==> src/rtl/demux_scan_ctrl.sv <==
// Scan sequencer for the 1-to-8 demux: walks the latched channel mask in ascending order, dwelling D cycles per channel.
// Optional irq output/irq_clr input are enabled by defining DEMUX_SCAN_CTRL_IRQ_EN.
module demux_scan_ctrl #(
  parameter int DW = 8,
  parameter int PW = 8
) (
  input  logic          clk,
  input  logic          rst,
  input  logic          start,
  input  logic          stop,
  input  logic          cont,
  input  logic [7:0]    chan_mask,
  input  logic [DW-1:0] dwell,
`ifdef DEMUX_SCAN_CTRL_IRQ_EN
  input  logic          irq_clr,
  output logic          irq,
`endif
  output logic          sel,
  output logic [2:0]    addr,
  output logic          busy,
  output logic          done,
  output logic          err,
  output logic [PW-1:0] pass_cnt
);

  typedef enum logic [1:0] {IDLE, DWELL, DONE} state_t;

  state_t        state;
  logic [7:0]    mask_q;
  logic [DW-1:0] dwell_q;
  logic          cont_q;
  logic [DW-1:0] cnt;

  // Bit 3 flags a hit; bits 2:0 give the lowest set mask bit strictly above a.
  function automatic logic [3:0] next_above(input logic [7:0] m, input logic [2:0] a);
    logic [3:0] r;
    r = 4'b0000;
    for (int i = 7; i >= 0; i--) begin
      if (m[i] && (i > int'(a))) r = {1'b1, 3'(i)};
    end
    return r;
  endfunction

  function automatic logic [2:0] lowest_bit(input logic [7:0] m);
    logic [2:0] r;
    r = 3'd0;
    for (int i = 7; i >= 0; i--) begin
      if (m[i]) r = 3'(i);
    end
    return r;
  endfunction

  logic [3:0] nxt;
  logic       dwell_end;
  logic       err_set;
  logic       done_set;

  assign nxt       = next_above(mask_q, addr);
  assign dwell_end = (state == DWELL) && (cnt == dwell_q);
  assign err_set   = (state == IDLE) && start && !stop && (chan_mask == 8'h00);
  assign done_set  = dwell_end && !stop && !nxt[3] && !cont_q;

  always_ff @(posedge clk) begin
    if (rst) begin
      state    <= IDLE;
      mask_q   <= 8'h00;
      dwell_q  <= '0;
      cont_q   <= 1'b0;
      cnt      <= '0;
      sel      <= 1'b0;
      addr     <= 3'd0;
      busy     <= 1'b0;
      done     <= 1'b0;
      err      <= 1'b0;
      pass_cnt <= '0;
    end else begin
      done <= done_set;
      err  <= err_set;
      case (state)
        IDLE: begin
          sel  <= 1'b0;
          busy <= 1'b0;
          if (start && !stop && (chan_mask != 8'h00)) begin
            mask_q   <= chan_mask;
            dwell_q  <= (dwell == '0) ? DW'(1) : dwell;
            cont_q   <= cont;
            pass_cnt <= '0;
            cnt      <= DW'(1);
            addr     <= lowest_bit(chan_mask);
            sel      <= 1'b1;
            busy     <= 1'b1;
            state    <= DWELL;
          end
        end
        DWELL: begin
          if (stop) begin
            state <= IDLE;
            sel   <= 1'b0;
            busy  <= 1'b0;
          end else if (dwell_end) begin
            cnt <= DW'(1);
            if (nxt[3]) begin
              addr <= nxt[2:0];
            end else begin
              // End of a pass: wrap seamlessly in continuous mode, else finish.
              pass_cnt <= pass_cnt + PW'(1);
              if (cont_q) begin
                addr <= lowest_bit(mask_q);
              end else begin
                state <= DONE;
                sel   <= 1'b0;
              end
            end
          end else begin
            cnt <= cnt + DW'(1);
          end
        end
        DONE: begin
          state <= IDLE;
          sel   <= 1'b0;
          busy  <= 1'b0;
        end
        default: begin
          state <= IDLE;
          sel   <= 1'b0;
          busy  <= 1'b0;
        end
      endcase
    end
  end

`ifdef DEMUX_SCAN_CTRL_IRQ_EN
  // Sticky interrupt; a new done/err event beats a simultaneous clear.
  always_ff @(posedge clk) begin
    if (rst) begin
      irq <= 1'b0;
    end else if (done_set || err_set) begin
      irq <= 1'b1;
    end else if (irq_clr) begin
      irq <= 1'b0;
    end
  end
`endif

endmodule

==> config.mk <==
export PLATFORM = sky130hd
export DESIGN_NAME = demux_scan_ctrl
export DESIGN_NICKNAME = d
export VERILOG_FILES = /design/src/rtl/demux_scan_ctrl.sv
export SDC_FILE = /design/constraint.sdc
export NUM_CORES = 1
export LEC_CHECK = 0
export ABC_AREA = 0
export BUFFER_PORTS_ARGS = -buffer_cell sky130_fd_sc_hd__buf_2
export CORE_AREA = 4 4 86 68
export CTS_CLUSTER_SIZE = 30
export DETAILED_ROUTE_END_ITERATION = 10
export DIE_AREA = 0 0 90 72
export PLACE_DENSITY = 0.62
export RECOVER_POWER = 100
export SLEW_MARGIN = 20
export SYNTH_ARGS = -nofsm -noshare
export SYNTH_HDL_FRONTEND = slang
export SYNTH_SLANG_ARGS = --single-unit
==> constraint.sdc <==
create_clock -name clk -period 2.8 [get_ports clk]
set_clock_uncertainty 0.2 [all_clocks]
set_input_delay 0.14 -clock clk [delete_from_list [all_inputs] [get_ports clk]]
set_output_delay 0.14 -clock clk [all_outputs]
set_load 0.03 [all_outputs]
==> results.sh, run 1 <==
export IMPL_total_clock_sinks=42
export IMPL_fmaxAchievable_ghz=0.395
export IMPL_synthesis_yosys_warnings=0
export IMPL_number_of_primary_i_o_pins=36
export IMPL_count_of_inserted_antenna_diode_cells=0
export IMPL_vdd_drop_max_mv=0.307
export IMPL_die_area_um2=6480
export IMPL_worst_slew_margin_rel=0.556
export IMPL_cts_buffer_depth=2
export IMPL_tightest_pin_transition_ns=0.659
export IMPL_place_port_buffers=35
export IMPL_start_util=0.429
export IMPL_drc=0
export IMPL_cts_buf_count=5
export IMPL_power_density_nw_per_um2=476
export IMPL_layout_area_seq_um2=841
export IMPL_fin_nets=332
export IMPL_track_usage=0.161
export IMPL_yosys_cell_types_count=50
export IMPL_grt_overflow_total=0
export IMPL_final_hold_violation_count=0
export IMPL_clock_insertion_delay_worst_skew_ns=0.29
export IMPL_core_util_final=0.515
export IMPL_vias_per_cell=5.40
export IMPL_async_flop_share=0
export IMPL_synth_area_top_cells="sky130_fd_sc_hd__dfxtp_1 (38%), sky130_fd_sc_hd__mux2i_1 (6.9%), sky130_fd_sc_hd__nor2_1 (6.7%)"
export IMPL_first_global_vias=1788
export IMPL_final_antenna_net_count=0
export IMPL_synthDominantCellAreaShare=0.385
export IMPL_setup_viol_count_final=0
export IMPL_cpMaxStageDelayCell="sky130_fd_sc_hd__nor4_1"
export IMPL_synth_fp_nets=278
export IMPL_run_status="finished clean"
export IMPL_drive_gt1_frac=0.123
export IMPL_synthesis_instances=255
export IMPL_rsz0062_at_grt="no"
export IMPL_p_clk_frac=0.299
export IMPL_post_synth_design_cell_area_um2=2180
export IMPL_critPathRequiredTime_ns=2.82
export IMPL_synth_largest_area_cell="sky130_fd_sc_hd__dfxtp_1"
export IMPL_synthToLayoutAreaGrowth_pct=20.2
export IMPL_core_area_um2=5090
export IMPL_slowest_delay_ns=0.60
export IMPL_grt_first_pass_wirelength_um=8530
export IMPL_synth_top_flop_cell="sky130_fd_sc_hd__dfxtp_1"
export IMPL_fin_hold_ws_ns=0.0722
export IMPL_grt_antenna_before_repair=0
export IMPL_first_pass_iters=4
export IMPL_ys_ff_latch=42
export IMPL_power_leakage_nw=1.02
export IMPL_worstSetupStartpointType="input port"
export IMPL_finalWirelength_um=5210
export IMPL_synth_edf_count=0
export IMPL_postCtsSetupBuffers=0
export IMPL_timing_setup_critical_path_class="in2reg"
export IMPL_cp_max_fo=14
export IMPL_wl_per_cell_um=14.1
export IMPL_timing_critical_path_cells="dlygate4sd3_1, buf_2, nor4_1, a21oi_2, nor2_2, a21oi_1, or2_0, nor2_1"
export IMPL_finalMaxSlewViolations=0
export IMPL_switching_share=0.293
export IMPL_fillerInstances=493
export IMPL_period_share=0.905
export IMPL_ys_top_cells_by_count="sky130_fd_sc_hd__dfxtp_1 (42), sky130_fd_sc_hd__nor2_1 (39), sky130_fd_sc_hd__a21oi_1 (21), sky130_fd_sc_hd__mux2i_1 (15), sky130_fd_sc_hd__xor2_1 (11)"
export IMPL_synth_most_common_cell="sky130_fd_sc_hd__dfxtp_1"
export IMPL_cts_root_buffer="sky130_fd_sc_hd__clkbuf_8"
export IMPL_power_total_mw=1.25
export IMPL_dp_hpwl_um=3720
export IMPL_cell_internal_pwr_uw=883
export IMPL_period_needed_ns=2.53
export IMPL_dr_first_iter_drc_count=114
export IMPL_clk_transition_reported_paths_ns=0.08
export IMPL_tritoncts="done"
export IMPL_totalNegativeSetupSlack_ns=0
export IMPL_grt_max_degree=34
export IMPL_total_switching_power_uw=365
export IMPL_power_share_combinational=0.182
export IMPL_die_height_um=72
export IMPL_floorplan_rows=23
export IMPL_maxCapViolCount=0
export IMPL_cp_end_kind="flip-flop"
export IMPL_critPathArrivalTime_ns=2.56
export IMPL_p_seq_frac=0.519
export IMPL_hold_class="in2reg"
export IMPL_ys_seq_area_frac=0.385
export IMPL_finalWeightedCongestion=0.899
export IMPL_die_w_um=90
export IMPL_vias=2002
export IMPL_synth_area_per_cell_um2=8.57
export IMPL_htree_levels=2
export IMPL_multi_input_comb_area_um2=1250
==> critical path: cells and delay by family <==
kind	cells	cell delay, ns
AO/OA/AOI/OAI	2	0.20
buffers and inverters	2	0.67
AND/OR/NAND/NOR	4	1.53
==> per-stage QoR <==
stage	instances	instance area, um2	worst slack [ns]
after floorplan	255	2180	0.487
after global placement	347	2410	0.520
after detailed placement	347	2410	0.474
after CTS	371	2660	0.262
after global routing	371	2630	0.0220
final	371	2630	0.267
==> layer usage <==
layer	wire length (um)	track usage	up-vias
met5	0	0	-
met2	2040	0.223	61
met4	15	0.0390	0
met3	370	0.0415	2
li1	-	-	1031
met1	2790	0.247	908
==> layout make-up <==
cell class | count | share of cell area
timing repair buffer | 57 | 0.136
inverter | 6 | 0.00858
multi-input combinational | 197 | 0.475
clock inverter | 2 | 0.00381
sequential | 42 | 0.320
clock buffer | 5 | 0.0262
tap | 62 | 0.0296
==> kinds of logic (layout without fill, tap and decap cells) <==
logic type | Yosys count | count (layout) | share of synthesized area
AOI/OAI and AO/OA | 60 | 60 | 0.178
xor gates and xnor gates | 14 | 14 | 0.0561
adders and majority gates | 2 | 2 | 0.0115
buffers and inverters | 16 | 70 | 0.0401
DFF | 42 | 42 | 0.385
muxes | 15 | 15 | 0.0687
and+or+nand+nor | 106 | 106 | 0.261
==> flip-flops by register name, summed over array words and instances, names as in the netlist, 2 cells and up <==
name	cells
cnt	8
state	2
pass_cnt	8
mask_q	8
addr	3
dwell_q	8
==> repair_timing <==
action | in CTS | in global routing
resized for setup | 0 | 0
endpoints found under the hold margin | 16 | 0
hold buffers | 17 | 0
==> layout by cell type (no fill, tap or decap), types with 3 or more instances in the layout <==
cell	count
sky130_fd_sc_hd__and3_1	5
sky130_fd_sc_hd__xnor2_1	3
sky130_fd_sc_hd__or3_1	4
sky130_fd_sc_hd__buf_2	20
sky130_fd_sc_hd__nor3_1	10
sky130_fd_sc_hd__xor2_1	11
sky130_fd_sc_hd__buf_4	3
sky130_fd_sc_hd__nand4_1	3
sky130_fd_sc_hd__nor2_1	39
sky130_fd_sc_hd__nand2_1	10
sky130_fd_sc_hd__mux2i_1	15
sky130_fd_sc_hd__or4_1	3
sky130_fd_sc_hd__inv_1	6
sky130_fd_sc_hd__a211oi_1	3
sky130_fd_sc_hd__o21ai_0	9
sky130_fd_sc_hd__a21oi_1	21
sky130_fd_sc_hd__nor2b_1	5
sky130_fd_sc_hd__nand2b_1	4
sky130_fd_sc_hd__clkbuf_8	5
sky130_fd_sc_hd__clkbuf_1	16
sky130_fd_sc_hd__nor4_1	4
sky130_fd_sc_hd__and2_1	3
sky130_fd_sc_hd__nand3_1	4
sky130_fd_sc_hd__dlygate4sd3_1	17
sky130_fd_sc_hd__dfxtp_1	42
sky130_fd_sc_hd__o31ai_1	7
==> power by group through the flow <==
| stage | Clock [mW] | Combinational, mW | Sequential, mW |
|---|---|---|---|
| floorplan | 0 | 0.153 | 0.662 |
| global placement | 0 | 0.216 | 0.661 |
| detailed placement | 0 | 0.217 | 0.661 |
| CTS | 0.384 | 0.234 | 0.647 |
| global route | 0.404 | 0.253 | 0.652 |
| finish | 0.373 | 0.228 | 0.648 |
==> path summary, 6_finish.rpt <==
path | startpoint | endpoint | slack [ns] | cells past startpoint
max | chan_mask[0] | cnt[6]$_SDFFE_PP0P_ | 0.27 | 8
min | chan_mask[2] | mask_q[2]$_SDFFE_PP0P_ | 0.07 | 5
max reg2reg | addr[2]$_SDFFE_PP0P_ | pass_cnt[6]$_SDFFE_PP0P_ | 0.40 | 6
min reg2reg | pass_cnt[7]$_SDFFE_PP0P_ | pass_cnt[7]$_SDFFE_PP0P_ | 0.28 | 2
Power figures use the tool's default switching activity.
==> run 2: changes to the inputs <==
--- a/config.mk
+++ b/config.mk
@@ -11,6 +11,7 @@
 export CTS_CLUSTER_SIZE = 30
 export DETAILED_ROUTE_END_ITERATION = 10
 export DIE_AREA = 0 0 90 72
+export GPL_TIMING_DRIVEN = 0
 export PLACE_DENSITY = 0.62
 export RECOVER_POWER = 100
 export SLEW_MARGIN = 20
==> results.sh, run 2 (synthesis results as in run 1) <==
export IMPL_most_common_layout_cells="sky130_fd_sc_hd__dfxtp_1 (42), sky130_fd_sc_hd__nor2_1 (39), sky130_fd_sc_hd__clkbuf_1 (23), sky130_fd_sc_hd__a21oi_1 (21), sky130_fd_sc_hd__buf_2 (19)"
export IMPL_number_of_primary_i_o_pins=36
export IMPL_fillerInstances=501
export IMPL_cts_hold_fix_buffers=17
export IMPL_worst_slew_margin_rel=0.488
export IMPL_finalWeightedCongestion=0.844
export IMPL_vias=2055
export IMPL_timing_setup_critical_path_class="in2reg"
export IMPL_preCtsSetupSlack_ns=0.457
export IMPL_layout_commonest_cell="sky130_fd_sc_hd__dfxtp_1"
export IMPL_critPathArrivalTime_ns=2.57
export IMPL_multi_input_comb_area_um2=1260
export IMPL_period_needed_ns=2.56
export IMPL_place_port_buffers=35
export IMPL_power_density_nw_per_um2=480
export IMPL_die_height_um=72
export IMPL_totalNegativeSetupSlack_ns=0
export IMPL_clk_transition_reported_paths_ns=0.07
export IMPL_maxCapViolCount=0
export IMPL_start_util=0.429
export IMPL_worstPathBufferInverterCount=4
export IMPL_final_hold_violation_count=0
export IMPL_cp_end_kind="flip-flop"
export IMPL_fmaxAchievable_ghz=0.391
export IMPL_grt_overflow_total=0
export IMPL_wl_per_cell_um=14.2
export IMPL_power_total_mw=1.28
export IMPL_finalWirelength_um=5350
export IMPL_critPathRequiredTime_ns=2.81
export IMPL_design_area_um2=2670
export IMPL_grt_max_degree=14
export IMPL_setup_viol_count_final=0
export IMPL_die_w_um=90
export IMPL_synthToLayoutAreaGrowth_pct=22.1
export IMPL_core_area_um2=5090
export IMPL_clock_insertion_delay_worst_skew_ns=0.29
export IMPL_hold_class="in2reg"
export IMPL_dr_first_iter_drc_count=138
export IMPL_vias_per_cell=5.45
export IMPL_grt_antenna_before_repair=0
export IMPL_run_status="finished clean"
export IMPL_first_global_vias=1930
export IMPL_track_usage=0.171
export IMPL_timing_critical_path_cells="dlygate4sd3_1, clkbuf_1, nor4_1, a21oi_2, buf_6, nor2_2, clkbuf_2, nor3_1, a221oi_2"
export IMPL_fin_hold_ws_ns=0.00221
export IMPL_first_pass_iters=4
export IMPL_fin_nets=337
export IMPL_worst_slack_ns=0.240
export IMPL_die_area_um2=6480
export IMPL_regToRegSetupSlack_ns=0.40
export IMPL_cp_max_fo=10
export IMPL_slowest_delay_ns=0.66
export IMPL_cts_buffer_depth=2
export IMPL_vdd_drop_max_mv=0.380
export IMPL_tightest_pin_transition_ns=0.765
export IMPL_total_clock_sinks=42
export IMPL_cpMaxStageDelayCell="sky130_fd_sc_hd__nor4_1"
export IMPL_grt_first_pass_wirelength_um=9180
export IMPL_floorplan_rows=23
export IMPL_rsz0062_at_grt="no"
export IMPL_worstSetupStartpointType="input port"
export IMPL_cts_buf_count=5
export IMPL_postCtsSetupBuffers=0
export IMPL_final_antenna_net_count=0
export IMPL_finalMaxSlewViolations=0
export IMPL_cts_root_buffer="sky130_fd_sc_hd__clkbuf_8"
export IMPL_period_share=0.914
export IMPL_drive_gt1_frac=0.124
export IMPL_tritoncts="done"
export IMPL_count_of_inserted_antenna_diode_cells=0
export IMPL_placement_cell_area_um2=2440
export IMPL_layout_area_seq_um2=841
export IMPL_cts_repair_resize_count=0
export IMPL_drc=0
export IMPL_power_leakage_nw=1.03
export IMPL_dp_hpwl_um=3900
export IMPL_crit_family="buffers and inverters"
export IMPL_htree_levels=2
run 2: worst min-delay path, cell delays in order:
cell and delay, ns:
sky130_fd_sc_hd__buf_2 0.13, sky130_fd_sc_hd__nor2b_1 0.05, sky130_fd_sc_hd__o21ai_0 0.06, sky130_fd_sc_hd__o21ai_1 0.06
run 2: cell type report:
type                    count  share of cell area
clock inverters             2             0.00516
inverters                   6             0.00845
flip-flops and latches     42               0.315
clock buffers               6              0.0272
multi-input cells         197               0.471
plain buffers              10              0.0216
repair buffers             52               0.122
well taps                  62              0.0291
run 2: report_power, final:
| part | internal [mW] | switching, mW |
|---|---|---|
| logic | 0.103 | 0.139 |
| clock network | 0.176 | 0.218 |
| registers | 0.619 | 0.0246 |
| total | 0.898 | 0.381 |
run 2: final timing paths:
check | startpoint | to | cells after the start
worst min-delay path | rst | addr[1]$_SDFFE_PP0P_ | 4
worst min register to register | pass_cnt[7]$_SDFFE_PP0P_ | pass_cnt[7]$_SDFFE_PP0P_ | 2
worst max register to register | addr[1]$_SDFFE_PP0P_ | pass_cnt[4]$_SDFFE_PP0P_ | 7
worst max-delay path | chan_mask[0] | addr[0]$_SDFFE_PP0P_ | 9
run 2: per-layer routing:
metal	part of all wire	GRT usage	vias to the layer above
met2	0.41	0.259	42
met5	0	0	-
met3	0.043	0.0383	8
met1	0.54	0.247	953
met4	0.0099	0.0458	0
li1	-	-	1052
run 2: through the flow:
stage                     utilization  std cells
after floorplan                     -        255
after global placement          0.479        352
after detailed placement        0.479        352
after CTS                       0.529        377
after global routing            0.523        377
final                           0.523        377
==> run 3: changes to the inputs <==
--- a/config.mk
+++ b/config.mk
@@ -12,8 +12,9 @@
 export DETAILED_ROUTE_END_ITERATION = 10
 export DIE_AREA = 0 0 90 72
 export GPL_TIMING_DRIVEN = 0
-export PLACE_DENSITY = 0.62
+export PLACE_DENSITY = 0.63
 export RECOVER_POWER = 100
+export SETUP_SLACK_MARGIN = 0.3
 export SLEW_MARGIN = 20
 export SYNTH_ARGS = -nofsm -noshare
 export SYNTH_HDL_FRONTEND = slang
==> results.sh, run 3 (synthesis results as in run 1) <==
export IMPL_run_status="finished clean"
export IMPL_dp_hpwl_um=3860
export IMPL_period_share=0.869
export IMPL_postCtsSetupBuffers=0
export IMPL_finalWirelength_um=5210
export IMPL_end_point_of_the_critical_path="cnt[6]$_SDFFE_PP0P_"
export IMPL_cp_max_fo=9
export IMPL_start_util=0.429
export IMPL_worst_slew_margin_rel=0.485
export IMPL_critPathRequiredTime_ns=2.83
export IMPL_cell_internal_pwr_uw=912
export IMPL_final_antenna_net_count=0
export IMPL_dr_first_iter_drc_count=111
export IMPL_power_leakage_nw=1.02
export IMPL_grt_max_degree=12
export IMPL_synthToLayoutAreaGrowth_pct=21.8
export IMPL_core_util_final=0.522
export IMPL_rsz0062_at_grt="no"
export IMPL_place_port_buffers=35
export IMPL_setup_viol_count_final=0
export IMPL_regToRegSetupSlack_ns=0.37
export IMPL_htree_levels=2
export IMPL_p_clk_frac=0.305
export IMPL_drive_gt1_frac=0.122
export IMPL_grt_overflow_total=0
export IMPL_die_area_um2=6480
export IMPL_regToRegEndpoint="mask_q[7]$_SDFFE_PP0P_"
export IMPL_layout_commonest_cell="sky130_fd_sc_hd__dfxtp_1"
export IMPL_most_common_layout_cells="sky130_fd_sc_hd__dfxtp_1 (42), sky130_fd_sc_hd__nor2_1 (40), sky130_fd_sc_hd__a21oi_1 (21), sky130_fd_sc_hd__clkbuf_1 (21), sky130_fd_sc_hd__buf_2 (19)"
export IMPL_tightest_pin_transition_ns=0.770
export IMPL_r2r_worst_path_cells=6
export IMPL_hold_class="in2reg"
export IMPL_wl_per_cell_um=13.9
export IMPL_tritoncts="done"
export IMPL_fin_hold_ws_ns=0.0108
export IMPL_worstSetupStartpointType="input port"
export IMPL_clock_insertion_delay_worst_skew_ns=0.29
export IMPL_die_height_um=72
export IMPL_cts_root_buffer="sky130_fd_sc_hd__clkbuf_8"
export IMPL_cp_end_kind="flip-flop"
export IMPL_final_hold_violation_count=0
export IMPL_switching_share=0.284
export IMPL_number_of_primary_i_o_pins=36
export IMPL_power_share_combinational=0.189
export IMPL_core_area_um2=5090
export IMPL_maxCapViolCount=0
export IMPL_clk_transition_reported_paths_ns=0.08
export IMPL_p_seq_frac=0.506
export IMPL_timing_setup_critical_path_class="in2reg"
export IMPL_total_switching_power_uw=361
export IMPL_track_usage=0.170
export IMPL_vias=1994
export IMPL_total_clock_sinks=42
export IMPL_fin_nets=336
export IMPL_totalNegativeSetupSlack_ns=0
export IMPL_grt_first_pass_wirelength_um=8920
export IMPL_first_pass_iters=4
export IMPL_placement_cell_area_um2=2440
export IMPL_cts_buffer_depth=2
export IMPL_drc=0
export IMPL_count_of_inserted_antenna_diode_cells=0
export IMPL_power_density_nw_per_um2=478
export IMPL_worst_hold_path_num_cells=4
export IMPL_regToRegStartpoint="state[0]$_SDFFE_PP0P_"
export IMPL_die_w_um=90
export IMPL_fmaxAchievable_ghz=0.411
export IMPL_cp_startpoint="chan_mask[4]"
export IMPL_first_global_vias=1816
export IMPL_grt_antenna_before_repair=0
export IMPL_cts_buf_count=5
export IMPL_finalMaxSlewViolations=0
export IMPL_vias_per_cell=5.33
export IMPL_design_area_um2=2660
export IMPL_finalWeightedCongestion=0.861
export IMPL_period_needed_ns=2.43
export IMPL_vdd_drop_max_mv=0.336
export IMPL_floorplan_rows=23
export IMPL_critPathArrivalTime_ns=2.47
run 3: cell types whose count changed in the layout (fill, tap and decap cells not counted):
cell,previous run,this run
sky130_fd_sc_hd__nor4_2,2,3
sky130_fd_sc_hd__and2_1,2,3
sky130_fd_sc_hd__clkbuf_8,5,6
sky130_fd_sc_hd__buf_6,2,3
sky130_fd_sc_hd__nor4_1,4,3
sky130_fd_sc_hd__nor2_2,1,0
sky130_fd_sc_hd__and2_0,1,0
sky130_fd_sc_hd__dlygate4sd3_1,17,16
sky130_fd_sc_hd__clkbuf_1,23,21
sky130_fd_sc_hd__clkinv_4,1,0
sky130_fd_sc_hd__or4b_4,1,0
sky130_fd_sc_hd__or4b_1,0,1
sky130_fd_sc_hd__clkinv_2,1,0
sky130_fd_sc_hd__nor2_1,39,40
run 3: through the flow:
| stage | std cells | total power, mW | setup slack (ns) |
|---|---|---|---|
| floorplan | 255 | 0.815 | 0.487 |
| global placement | 352 | 0.881 | 0.465 |
| detailed placement | 352 | 0.883 | 0.436 |
| CTS | 374 | 1.29 | 0.363 |
| global route | 374 | 1.34 | 0.193 |
| finish | 374 | 1.27 | 0.366 |
run 3: how the worst min path moves through the flow:
stage             start                 endpoint  slack, ns
2_1_floorplan  dwell[1]  dwell_q[1]$_SDFFE_PP0P_       0.09
3_3_place_gp       cont      cont_q$_SDFFE_PP0P_       0.18
3_5_place_dp       cont      cont_q$_SDFFE_PP0P_       0.18
4_1_cts            stop           err$_SDFF_PP0_      0.005
5_1_grt        dwell[0]  dwell_q[0]$_SDFFE_PP0P_       0.03
6_report            rst     addr[1]$_SDFFE_PP0P_       0.01
run 3: per-layer routing:
layer,routed length (um),vias to the layer above,GRT usage
met4,38,0,0.0543
li1,-,1039,-
met3,302,2,0.0477
met5,0,-,0
met1,2800,907,0.246
met2,2070,46,0.244
run 3: critical path, stage by stage:
cell and delay (ns):
sky130_fd_sc_hd__dlygate4sd3_1 0.55, sky130_fd_sc_hd__clkbuf_1 0.16, sky130_fd_sc_hd__nor4_2 0.49, sky130_fd_sc_hd__a21oi_2 0.11, sky130_fd_sc_hd__buf_6 0.17, sky130_fd_sc_hd__nor2_1 0.29
sky130_fd_sc_hd__a21oi_1 0.06, sky130_fd_sc_hd__or2_0 0.21, sky130_fd_sc_hd__clkbuf_1 0.16, sky130_fd_sc_hd__nor2_1 0.13
run 3: layout make-up:
type / instances / area [um2]
Multi-Input combinational cell: 197 / 1260
Sequential cell: 42 / 841
Timing Repair Buffer: 51 / 315
Clock buffer: 6 / 82.6
Fill cell: 507 / 2430
Tap cell: 62 / 77.6
Inverter: 6 / 22.5
Buffer: 10 / 65.1
run 3: power by group through the flow:
stage          registers, mW  clock network, mW  logic (mW)
2_1_floorplan          0.662                  0       0.153
3_3_place_gp           0.656                  0       0.225
3_5_place_dp           0.657                  0       0.226
4_1_cts                0.643              0.399       0.243
5_1_grt                0.648              0.428       0.269
6_report               0.643              0.388       0.241
run 3: repair_timing:
| item | CTS | global route |
|---|---|---|
| endpoints found under the setup margin | 0 | 14 |
| hold buffers | 16 | 0 |
| hold endpoints to repair | 15 | 0 |
| resized for setup | 0 | 3 |
